`src/rtl/pipe_reg_mw_ctl.sv`:
```
// Memory-to-Writeback pipeline register for the Y86-64 pipelined core, with stall/bubble
// control, sticky exception freeze and saturating stall/bubble event counters.
module pipe_reg_mw_ctl #(
    parameter int unsigned DATA_W  = 64,
    parameter int unsigned REG_W   = 4,
    parameter int unsigned ICODE_W = 4,
    parameter int unsigned STAT_W  = 2,
    parameter int unsigned CNT_W   = 16,
    parameter logic [REG_W-1:0]   RNONE     = REG_W'(4'hF),
    parameter logic [ICODE_W-1:0] NOP_ICODE = ICODE_W'(4'h1),
    parameter logic [STAT_W-1:0]  STAT_AOK  = STAT_W'(2'b00)
) (
    input  logic               clk,
    input  logic               rst,
    input  logic               stall,
    input  logic               bubble,
    input  logic [STAT_W-1:0]  M_stat,
    input  logic [ICODE_W-1:0] M_icode,
    input  logic               M_Cnd,
    input  logic [DATA_W-1:0]  M_valE,
    input  logic [DATA_W-1:0]  M_valA,
    input  logic [REG_W-1:0]   M_dstE,
    input  logic [REG_W-1:0]   M_dstM,
    output logic [STAT_W-1:0]  W_stat,
    output logic [ICODE_W-1:0] W_icode,
    output logic               W_Cnd,
    output logic [DATA_W-1:0]  W_valE,
    output logic [DATA_W-1:0]  W_valA,
    output logic [REG_W-1:0]   W_dstE,
    output logic [REG_W-1:0]   W_dstM,
    output logic               W_frozen,
    output logic [CNT_W-1:0]   stall_cnt,
    output logic [CNT_W-1:0]   bubble_cnt,
    output logic               ctl_err
);

    logic [STAT_W-1:0]  stat_q, stat_d;
    logic [ICODE_W-1:0] icode_q, icode_d;
    logic               cnd_q, cnd_d;
    logic [DATA_W-1:0]  val_e_q, val_e_d;
    logic [DATA_W-1:0]  val_a_q, val_a_d;
    logic [REG_W-1:0]   dst_e_q, dst_e_d;
    logic [REG_W-1:0]   dst_m_q, dst_m_d;
    logic               frozen_q, frozen_d;
    logic [CNT_W-1:0]   stall_cnt_q, stall_cnt_d;
    logic [CNT_W-1:0]   bubble_cnt_q, bubble_cnt_d;
    logic               ctl_err_q, ctl_err_d;

    always_comb begin
        stat_d       = stat_q;
        icode_d      = icode_q;
        cnd_d        = cnd_q;
        val_e_d      = val_e_q;
        val_a_d      = val_a_q;
        dst_e_d      = dst_e_q;
        dst_m_d      = dst_m_q;
        frozen_d     = frozen_q;
        stall_cnt_d  = stall_cnt_q;
        bubble_cnt_d = bubble_cnt_q;
        // The conflict flag keeps watching the control lines even while frozen.
        ctl_err_d    = ctl_err_q | (stall & bubble);

        if (frozen_q) begin
            // Hold everything so W_stat keeps reporting the exception.
        end else if (stall) begin
            if (stall_cnt_q != {CNT_W{1'b1}}) begin
                stall_cnt_d = stall_cnt_q + CNT_W'(1);
            end
        end else if (bubble) begin
            stat_d  = STAT_AOK;
            icode_d = NOP_ICODE;
            cnd_d   = 1'b0;
            val_e_d = '0;
            val_a_d = '0;
            dst_e_d = RNONE;
            dst_m_d = RNONE;
            if (bubble_cnt_q != {CNT_W{1'b1}}) begin
                bubble_cnt_d = bubble_cnt_q + CNT_W'(1);
            end
        end else begin
            stat_d   = M_stat;
            icode_d  = M_icode;
            cnd_d    = M_Cnd;
            val_e_d  = M_valE;
            val_a_d  = M_valA;
            dst_e_d  = M_dstE;
            dst_m_d  = M_dstM;
            frozen_d = (M_stat != STAT_AOK);
        end
    end

    always_ff @(posedge clk) begin
        if (rst) begin
            stat_q       <= STAT_AOK;
            icode_q      <= NOP_ICODE;
            cnd_q        <= 1'b0;
            val_e_q      <= '0;
            val_a_q      <= '0;
            dst_e_q      <= RNONE;
            dst_m_q      <= RNONE;
            frozen_q     <= 1'b0;
            stall_cnt_q  <= '0;
            bubble_cnt_q <= '0;
            ctl_err_q    <= 1'b0;
        end else begin
            stat_q       <= stat_d;
            icode_q      <= icode_d;
            cnd_q        <= cnd_d;
            val_e_q      <= val_e_d;
            val_a_q      <= val_a_d;
            dst_e_q      <= dst_e_d;
            dst_m_q      <= dst_m_d;
            frozen_q     <= frozen_d;
            stall_cnt_q  <= stall_cnt_d;
            bubble_cnt_q <= bubble_cnt_d;
            ctl_err_q    <= ctl_err_d;
        end
    end

    assign W_stat     = stat_q;
    assign W_icode    = icode_q;
    assign W_Cnd      = cnd_q;
    assign W_valE     = val_e_q;
    assign W_valA     = val_a_q;
    assign W_dstE     = dst_e_q;
    assign W_dstM     = dst_m_q;
    assign W_frozen   = frozen_q;
    assign stall_cnt  = stall_cnt_q;
    assign bubble_cnt = bubble_cnt_q;
    assign ctl_err    = ctl_err_q;

endmodule

```
`config.mk`:
```
export PLATFORM = sky130hd
export DESIGN_NAME = pipe_reg_mw_ctl
export DESIGN_NICKNAME = d
export VERILOG_FILES = /design/src/rtl/pipe_reg_mw_ctl.sv
export SDC_FILE = /design/constraint.sdc
export NUM_CORES = 1
export LEC_CHECK = 0
export BUFFER_PORTS_ARGS = -buffer_cell sky130_fd_sc_hd__buf_4
export CORE_ASPECT_RATIO = 0.8
export CORE_MARGIN = 4
export CORE_UTILIZATION = 35
export CTS_BUF_LIST = sky130_fd_sc_hd__clkbuf_4
export CTS_CLUSTER_SIZE = 10
export DETAILED_ROUTE_END_ITERATION = 7
export PLACE_DENSITY_LB_ADDON = 0.08
export SETUP_SLACK_MARGIN = 0.2
export SLEW_MARGIN = 20
export SYNTH_ARGS = -nofsm -noshare
export SYNTH_HDL_FRONTEND = slang
export SYNTH_SLANG_ARGS = --single-unit
export TNS_END_PERCENT = 100
```
`constraint.sdc`:
```
create_clock -name clk -period 2.5 [get_ports clk]
set_input_delay 0.25 -clock clk [delete_from_list [all_inputs] [get_ports clk]]
set_output_delay 0.25 -clock clk [all_outputs]
set_load 0.03 [all_outputs]
```
==> metrics.txt <==
# TYPE chip_impl_metric gauge
chip_impl_metric{name="placeableCoreArea",unit="um^2"} 20000
chip_impl_metric{name="grt_use_met3",unit=""} 0.0628
chip_impl_metric{name="clock_skew",unit="ns"} 0.0268
chip_impl_metric{name="detail_route.vias_per_cell",unit=""} 4.89
chip_impl_metric{name="dieWidth",unit="um"} 168
chip_impl_metric{name="vias",unit=""} 7570
chip_impl_metric{name="fraction_of_post_synthesis_cell_area_in_the_top_cell_type_by_area",unit=""} 0.495
chip_impl_metric{name="postSynthRegisterBits",unit=""} 177
chip_impl_metric{name="drtAntennaViolNets",unit=""} 0
chip_impl_info{name="timing.critical_path.to_type",value="flip-flop"} 1
chip_impl_metric{name="synth-edff-count",unit=""} 0
chip_impl_metric{name="clock_sinks",unit=""} 177
chip_impl_metric{name="floorplan.die.height",unit="um"} 136
chip_impl_metric{name="setup_violations",unit=""} 0
chip_impl_metric{name="placement_rows",unit=""} 46
chip_impl_metric{name="clk_latency",unit="ns"} 0.56
chip_impl_metric{name="number_of_antenna_violations_at_the_first_check_in_global_routing",unit=""} 1
chip_impl_metric{name="ir_worst_vdd",unit="mV"} 0.314
chip_impl_info{name="hold_class",value="input pin to flip-flop"} 1
chip_impl_metric{name="power_density",unit="nW/um^2"} 497
chip_impl_info{name="synth.most_common_cell",value="dfxtp_1"} 1
chip_impl_metric{name="route.detailed.drc",unit=""} 0
chip_impl_info{name="yosys_most_used_dff",value="dfxtp_1"} 1
chip_impl_metric{name="floorplan_die_area",unit="um^2"} 22800
chip_impl_metric{name="final_area",unit="um^2"} 11500
chip_impl_metric{name="nets",unit=""} 1418
chip_impl_info{name="yosys-top-cells-count",value="177 x dfxtp_1, 154 x a21oi_1, 148 x nand2_1"} 1
chip_impl_metric{name="final_replace_weighted_congestion",unit=""} 0.802
chip_impl_metric{name="grt-ovfl-total",unit=""} 0
chip_impl_metric{name="slew_margin_rel",unit=""} 0.476
chip_impl_metric{name="fin_crit",unit="ns"} 2.00
chip_impl_metric{name="setup_bufs_post_cts",unit=""} 0
chip_impl_metric{name="worst_pin_slew",unit="ns"} 0.787
chip_impl_metric{name="synthArstFlopShare",unit=""} 0
chip_impl_metric{name="grt_pass1_vias",unit=""} 7322
chip_impl_metric{name="track_usage",unit=""} 0.210
chip_impl_metric{name="power_leakage",unit="nW"} 4.66
chip_impl_metric{name="timing.critical_path.arrival",unit="ns"} 2.44
chip_impl_metric{name="syn_area",unit="um^2"} 7160
chip_impl_metric{name="grt.met2_usage",unit=""} 0.346
chip_impl_metric{name="postRouteWirelength",unit="um"} 25500
chip_impl_info{name="netlist.top_cell.by_area",value="dfxtp_1"} 1
chip_impl_metric{name="placedInstanceArea",unit="um^2"} 9800
chip_impl_metric{name="floorplan.initialDensity",unit=""} 0.358
chip_impl_metric{name="timing.final.max_slew_violations",unit=""} 0
chip_impl_metric{name="hold_violations",unit=""} 0
chip_impl_metric{name="fmax",unit="MHz"} 500
chip_impl_metric{name="htree_num_levels",unit=""} 4
chip_impl_metric{name="critical_path_peak_fanout",unit=""} 7
chip_impl_metric{name="finalCritPeriodShare",unit=""} 0.799
chip_impl_metric{name="clkTransAtPathRegs",unit="ns"} 0.16
chip_impl_metric{name="synth_nets",unit=""} 989
chip_impl_info{name="cpMaxStageDelayCell",value="nor3b_2"} 1
chip_impl_metric{name="syn2layout_area_growth",unit="%"} 60.8
chip_impl_info{name="critical_path_class",value="flip-flop to flip-flop"} 1
chip_impl_metric{name="required",unit="ns"} 2.94
chip_impl_metric{name="fin_total_pwr",unit="mW"} 5.72
chip_impl_info{name="synth.top_cells.by_area",value="dfxtp_1 50%, nand3b_1 14%, a21oi_1 11%, nand2_1 7.8%, clkbuf_1 3.1%"} 1
chip_impl_info{name="clock_tree.root_cell",value="clkbuf_4"} 1
chip_impl_metric{name="whs",unit="ns"} 0.145
chip_impl_metric{name="first_iter_violations",unit=""} 523
chip_impl_metric{name="cts_max_path_buffers",unit=""} 2
chip_impl_metric{name="syn_inst",unit=""} 840
chip_impl_metric{name="final_layout_size_suffix_gt1_frac",unit=""} 0.293
chip_impl_metric{name="met1_layer_usage_reported_by_global_route",unit=""} 0.266
chip_impl_info{name="cts_tree",value="done"} 1
chip_impl_info{name="crit_path_cell_trace",value="nor3b_2 > nand4_2 > nor4_1 > mux2_1"} 1
chip_impl_metric{name="ys.warnings.count",unit=""} 0
chip_impl_metric{name="dp.final_hpwl",unit="um"} 16500
chip_impl_metric{name="boundaryPins",unit=""} 324
chip_impl_metric{name="cts-resized-gates",unit=""} 0
chip_impl_info{name="grt_busiest_layer",value="met2"} 1
chip_impl_metric{name="synthDistinctLibCells",unit=""} 43
chip_impl_info{name="run_status",value="complete, no violations"} 1
chip_impl_info{name="startpoint_type",value="flip-flop"} 1
chip_impl_metric{name="cts-buffers-inserted",unit=""} 17
chip_impl_metric{name="setup_total_negative_slack",unit="ns"} 0
chip_impl_metric{name="placedCellCount",unit=""} 1370
chip_impl_metric{name="drtPass1Iterations",unit=""} 5
chip_impl_metric{name="layoutNonFillerInstCount",unit=""} 1549
chip_impl_metric{name="synth_seq_area_share",unit=""} 0.495
chip_impl_metric{name="timing.critical_path.slowest_cell_delay",unit="ns"} 0.49
chip_impl_metric{name="grt_pass1_wl",unit="um"} 39200
chip_impl_metric{name="cap_viol_max_count",unit=""} 0
chip_impl_metric{name="largest_net_degree_at_the_start_of_global_routing",unit=""} 90
chip_impl_metric{name="syn_area_per_cell",unit="um^2"} 8.52
chip_impl_metric{name="port_buffers",unit=""} 323
chip_impl_info{name="unrepaired_setup_endpoints_after_global_routing",value="false"} 1
chip_impl_metric{name="drt-wirelength-per-cell",unit="um"} 16.4
worst max-delay path, delay by kind of cell, from the launching register on:
kind / cells / cell delay, ns
and+or+nand+nor: 3 / 1.14
DFF: 1 / 0.42
muxes: 1 / 0.35
registers in the layout (all words and copies together), names as in the netlist:
register / cells
W_valA: 64
W_valE: 64
bubble_cnt: 16
stall_cnt: 16
W_dstE: 4
W_dstM: 4
W_icode: 4
W_stat: 2
W_Cnd: 1
W_frozen: 1
ctl_err: 1
final timing paths:
check | startpoint | slack [ns] | depth (start not counted) | to
worst max register to register | W_frozen | 0.50 | 4 | bubble_cnt[15]
worst max-delay path | W_frozen | 0.50 | 4 | bubble_cnt[15]
worst min register to register | W_valA[59] | 0.46 | 2 | W_valA[59]
worst min-delay path | rst | 0.14 | 2 | stall_cnt[8]
report_power, final:
part           leakage (nW)  internal, mW  switching (mW)
clock                 0.132         0.516            1.07
combinational          3.09         0.548           0.606
sequential             1.44          2.92          0.0599
total                  4.66          3.99            1.74
per-stage QoR:
stage / utilization / worst slack [ns]
after global placement: 0.490 / 0.449
after detailed placement: 0.490 / 0.442
after global routing: 0.576 / 0.262
final: 0.576 / 0.502
after CTS: 0.576 / 0.494
after floorplan: - / 0.523
layout by cell type, fill, tap and decap left out, drive strengths merged, types with 2 or more instances in the layout:
cell type / synthesis / layout
or2: 2 / 2
and4: 2 / 2
nor4b: 2 / 2
nor3b: 2 / 2
inv: 3 / 8
xor2: 2 / 2
nor2b: 9 / 9
mux2: 7 / 7
o21a: 2 / 2
nand3b: 134 / 134
nand3: 9 / 9
buf: 10 / 336
and3: 4 / 4
dfxtp: 177 / 177
clkinvlp: 0 / 4
diode: 0 / 4
clkbuf: 60 / 18
or3: 13 / 13
nand4: 11 / 11
dlygate4sd3: 0 / 144
a21oi: 154 / 154
nor3: 13 / 13
o21ai: 22 / 22
clkinv: 0 / 3
o2111ai: 2 / 2
o31ai: 6 / 6
nand2: 148 / 148
nor2: 25 / 25
nor4: 4 / 4
or4: 6 / 6
ha: 2 / 2
layout make-up:
class	instances	area [um^2]
multi-input combinational	590	3340
timing repair buffer	480	4010
tap	264	330
clock buffer	18	135
fill	1820	8460
antenna	4	10.0
inverter	3	11.3
sequential	177	3540
clock inverter	13	126
kinds of logic (layout without fill, tap and decap cells):
kind of cell             after synthesis  in the layout  synth area share
other                                  0              4                 0
AND/OR/NAND/NOR                      387            387             0.307
adder cells (fa/ha/maj)                2              2           0.00350
multiplexers                           8              8            0.0124
flip-flops                           177            177             0.495
buffers and inverters                 73            514            0.0399
AO/OA/AOI/OAI                        191            191             0.140
XOR/XNOR                               2              2           0.00245
routing by layer:
layer	routed length [um]	up-vias
met2	11900	242
met3	1920	30
met1	11000	3503
met5	0	-
met4	612	0
li1	-	3795
repair_timing:
item | in CTS | in global routing
hold buffers | 144 | 0
hold endpoints to repair | 145 | 0
endpoints found under the setup margin | 0 | 0
Power figures use the tool's default switching activity.
